`src/rtl/if_fetch_queue.sv`:
```
// Instruction-fetch stage: drives a synchronous-read instruction memory and buffers
// {PC, instruction} pairs in a prefetch FIFO consumed by ID over valid/ready.
module if_fetch_queue #(
    parameter int              XLEN     = 32,
    parameter int              IMEM_AW  = 6,
    parameter int              FQ_DEPTH = 4,
    parameter logic [XLEN-1:0] RESET_PC = '0
) (
    input  logic                          clk,
    input  logic                          reset,
    input  logic                          redirect_valid,
    input  logic [XLEN-1:0]               redirect_pc,
    output logic                          imem_en,
    output logic [IMEM_AW-1:0]            imem_addr,
    input  logic [XLEN-1:0]               imem_rdata,
    output logic                          out_valid,
    input  logic                          out_ready,
    output logic [XLEN-1:0]               out_pc,
    output logic [XLEN-1:0]               out_instr,
    output logic                          if_flush,
    output logic [$clog2(FQ_DEPTH):0]     fq_count
);

    localparam int PW = $clog2(FQ_DEPTH);
    localparam int CW = PW + 1;

    logic [XLEN-1:0] fetch_pc;
    logic [XLEN-1:0] pc_q;
    logic            inflight;
    logic [PW-1:0]   rd_ptr;
    logic [PW-1:0]   wr_ptr;
    logic [CW-1:0]   count;
    logic [XLEN-1:0] fifo_pc    [FQ_DEPTH];
    logic [XLEN-1:0] fifo_instr [FQ_DEPTH];

    logic [XLEN-1:0] target;
    logic [XLEN-1:0] issue_pc;
    logic            credit;
    logic            issue;
    logic            push;
    logic            pop;

    assign target   = redirect_pc & ~(XLEN'(3));
    assign issue_pc = redirect_valid ? target : fetch_pc;

    // A slot is reserved for every outstanding read, so a response can never find the FIFO full.
    assign credit   = ({1'b0, count} + {{CW{1'b0}}, inflight}) < (CW+1)'(FQ_DEPTH);
    assign issue    = !reset && (redirect_valid || credit);

    assign imem_en   = issue;
    assign imem_addr = issue_pc[IMEM_AW+1:2];

    // A response landing in a redirect cycle belongs to the abandoned path.
    assign push      = inflight && !redirect_valid;
    assign out_valid = !reset && !redirect_valid && (count != '0);
    assign pop       = out_valid && out_ready;

    assign out_pc    = fifo_pc[rd_ptr];
    assign out_instr = fifo_instr[rd_ptr];
    assign if_flush  = redirect_valid;
    assign fq_count  = count;

    always_ff @(posedge clk) begin
        if (reset) begin
            fetch_pc <= RESET_PC;
            pc_q     <= RESET_PC;
            inflight <= 1'b0;
            rd_ptr   <= '0;
            wr_ptr   <= '0;
            count    <= '0;
        end else begin
            inflight <= issue;
            if (issue) begin
                pc_q     <= issue_pc;
                fetch_pc <= issue_pc + XLEN'(4);
            end
            if (redirect_valid) begin
                rd_ptr <= '0;
                wr_ptr <= '0;
                count  <= '0;
            end else begin
                if (push) begin
                    wr_ptr <= wr_ptr + PW'(1);
                end
                if (pop) begin
                    rd_ptr <= rd_ptr + PW'(1);
                end
                count <= count + CW'(push) - CW'(pop);
            end
        end
    end

    // Storage carries no reset; occupancy alone decides which entries are live.
    always_ff @(posedge clk) begin
        if (push && !reset) begin
            fifo_pc[wr_ptr]    <= pc_q;
            fifo_instr[wr_ptr] <= imem_rdata;
        end
    end

endmodule

```
`config.mk`:
```
export PLATFORM = sky130hd
export DESIGN_NAME = if_fetch_queue
export DESIGN_NICKNAME = d
export VERILOG_FILES = /design/src/rtl/if_fetch_queue.sv
export SDC_FILE = /design/constraint.sdc
export NUM_CORES = 1
export LEC_CHECK = 0
export CORE_MARGIN = 5
export CORE_UTILIZATION = 56
export DETAILED_ROUTE_END_ITERATION = 8
export MAX_ROUTING_LAYER = met4
export PLACE_DENSITY = 0.79
export SKIP_CTS_REPAIR_TIMING = 1
export SYNTH_ARGS = -nofsm -noshare
export SYNTH_HDL_FRONTEND = slang
export SYNTH_SLANG_ARGS = --single-unit
```
`constraint.sdc`:
```
create_clock -name clk -period 4.17 [get_ports clk]
set_clock_uncertainty 0.1 [all_clocks]
set_input_delay 0.6255 -clock clk [delete_from_list [all_inputs] [get_ports clk]]
set_output_delay 0.6255 -clock clk [all_outputs]
set_load 0.01 [all_outputs]
```
==> flow_metrics.py <==
metrics = {
    "clock_tree": {
        "clkLatencyLatePin_ns": 0.55,
        "path_clk_slew_ns": 0.07,
        "cts_max_level": 1,
        "max-clock-path-buffers": 3,
        "clk_root_buffer_cell": "clkbuf_16",
        "cts_tree": "yes",
        "cts_buffers": 31,
        "clock_sinks": 318,
    },
    "yosys": {
        "yosysWarningCount": 0,
        "postSynthCellCount": 834,
        "seq_area_frac_synth_pct": 68.2,
        "synth_top_cell_by_area": "edfxtp_1",
        "yosysTopAreaCellShare_pct": 57.4,
        "synthDistinctLibCells": 72,
        "synth_seq_cells": 318,
        "async_reset_ff_share_pct": 0,
        "synth-edff-count": 248,
        "synth_ff_type": "edfxtp_1",
        "syn_area_um2": 13000,
        "synthTopCellsByArea": "edfxtp_1 (57%), dfxtp_1 (11%), mux4_2 (11%), nand2_1 (1.8%), nor2_1 (1.6%)",
        "avgSynthCellArea_um2": 15.6,
    },
    "floorplan": {
        "ioPinCount": 144,
        "core_um2": 22700,
        "start_util_pct": 57.1,
        "rows": 55,
        "die_w_um": 162,
        "die_h_um": 162,
        "dieArea_um2": 26300,
    },
    "global_route": {
        "grt_usage_pct": 20.8,
        "grt.met2_usage_pct": 33.8,
        "busiest_layer": "met2",
        "grt_pass1_vias": 7885,
        "grt_remaining_overflow": 0,
        "use_met1_pct": 28.8,
        "grt_first_pass_wirelength_um": 42400,
        "use_met3_pct": 2.94,
        "antenna_found_initial": 0,
        "grt_max_degree": 63,
    },
    "sta": {
        "maxSlewHeadroom_pct": 54.0,
        "fin_crit_ns": 3.41,
        "tns_ns": 0,
        "drv_slew": 0,
        "post-route-period-util_pct": 81.7,
        "rsz0062_at_grt": "false",
        "hold_violations": 0,
        "fmax_mhz": 293,
        "worstMarginPinSlew_ns": 0.683,
        "finalSetupViolations": 0,
    },
    "detailed_routing": {
        "drc": 0,
        "ant_nets": 0,
        "first_pass_iters": 5,
        "wl_um": 26400,
        "wl_per_cell_um": 20.6,
        "viasPerCell": 5.95,
        "dr_total_vias": 7641,
        "drt_iter0_markers": 477,
    },
    "power": {
        "power_density_nw_per_um2": 424,
        "leakage_nw": 5.29,
        "peakVddDrop_uv": 366,
    },
    "critical_path": {
        "crit_start": "inflight",
        "crit-reg2reg-launch": "fetch_pc[2]",
        "end_kind": "primary output",
        "r2r_cells": 7,
        "path_class": "flop to primary output",
        "required_ns": 3.44,
        "cp.arrival_ns": 2.68,
        "crit_fanout": 10,
        "start_kind": "flop",
    },
    "run": {
        "timing.max_cap.violations": 0,
    },
    "placement": {
        "place_hpwl_um": 16500,
        "port_buffers": 139,
        "place_area_um2": 14700,
        "gp_congestion": 0.894,
        "place_inst": 1226,
    },
    "min_path": {
        "hold_depth": 2,
        "hp-class": "input pin to flop",
        "min_from": "reset",
    },
    "layout": {
        "finalNetCount": 1051,
        "drive_gt1_share_pct": 16.6,
        "design_area_um2": 15700,
        "final_cells": 1285,
        "area_delta_synth_final_pct": 21.4,
        "nFillCells": 1556,
    },
    "status": {
        "outcome": "completed",
    },
}
==> layer usage <==
metal,share of wire (%),up-vias
met3,6.1,38
met1,44,3846
met5,0,-
met2,48,251
li1,-,3506
met4,1.7,0
==> layout by cell type (no fill, tap or decap), types with 6 or more instances in the layout <==
cell,synthesis,routed
a211oi_1,18,18
a21oi_1,38,38
and2_1,6,6
and3_1,12,8
buf_12,0,6
buf_4,11,15
clkbuf_16,0,33
clkdlybuf4s50_1,0,137
clkinv_2,0,10
dfxtp_1,70,68
edfxtp_1,248,248
ha_1,8,8
inv_1,18,18
mux2_2,9,9
mux2i_1,11,11
mux4_2,62,62
nand2_1,62,62
nand3_1,24,24
nand3b_1,7,7
nand4_1,8,8
nor2_1,55,55
nor3_1,12,12
o21ai_0,16,16
xnor2_1,15,15
xor2_1,9,9
==> metrics by stage <==
stage	total power [mW]	util, %	hold slack, ns	worst slack (ns)
finish	6.68	69.3	0.326	0.761
global route	6.91	69.3	0.332	0.612
CTS	6.73	69.3	0.307	0.716
detailed placement	3.96	64.7	0.375	0.854
global placement	3.94	64.7	0.366	0.921
floorplan	3.77	-	0.343	0.366
==> worst paths after layout <==
path | end | slack [ns]
worst max-delay path | imem_en | 0.76
worst min register to register | fetch_pc[7] | 0.38
worst max register to register | fetch_pc[30] | 1.57
worst min-delay path | fetch_pc[2] | 0.33
==> final cells by class <==
class,instances,area (um^2),area share [%]
diodes,1,2.50,0.0159
clock buffers,42,910,5.78
clock inverters,16,140,0.890
inverters,18,67.6,0.429
multi-input cells,445,3800,24.1
flip-flops and latches,318,8850,56.2
well taps,285,357,2.27
repair buffers,160,1610,10.3
==> power by group <==
part           switching [mW]  internal, mW
registers              0.0506          3.48
clock network            1.14          1.65
logic                   0.177         0.181
==> logic make-up (layout without fill, tap and decap cells) <==
kind of cell    Yosys count  count (layout)  share of synthesized area, %
compound gates          112             112                          5.88
xor+xnor                 24              24                          1.62
fa+ha+maj                 9               9                         0.926
buf+inv                  72             236                          2.57
flops                   318             318                          68.2
mux                      82              82                          12.4
other cells               1               3                        0.0289
simple gates            216             216                          8.35
==> Yosys cell counts (3+ instances only) <==
library cell	n
edfxtp_1	248
dfxtp_1	70
mux4_2	62
nand2_1	62
nor2_1	55
a21oi_1	38
clkbuf_1	26
nand3_1	24
a211oi_1	18
inv_1	18
o21ai_0	16
xnor2_1	15
and3_1	12
nor3_1	12
buf_4	11
mux2i_1	11
buf_1	10
mux2_2	9
xor2_1	9
ha_1	8
nand4_1	8
nand3b_1	7
and2_1	6
buf_2	5
nor2b_1	4
or3_1	4
a221oi_1	3
a32oi_1	3
nand2b_1	3
nand4b_1	3
o211ai_1	3
o21a_1	3
==> state kept, by name, indices dropped and copies added (netlist names), named ones only <==
| register | flops |
|---|---|
| fetch_pc | 30 |
| wr_ptr | 2 |
| fq_count | 3 |
| rd_ptr | 2 |
| inflight | 1 |
| fifo_instr | 128 |
| fifo_pc | 120 |
| pc_q | 30 |
==> critical path, cell delays in order, from the launching register on <==
cell	delay, ns
dfxtp_1	0.52
nand3_1	0.18
a211oi_1	0.35
or3_1	0.19
nand2_1	0.12
inv_1	0.20
clkdlybuf4s50_1	0.58
Note: power is estimated with default switching activity, not from simulation.
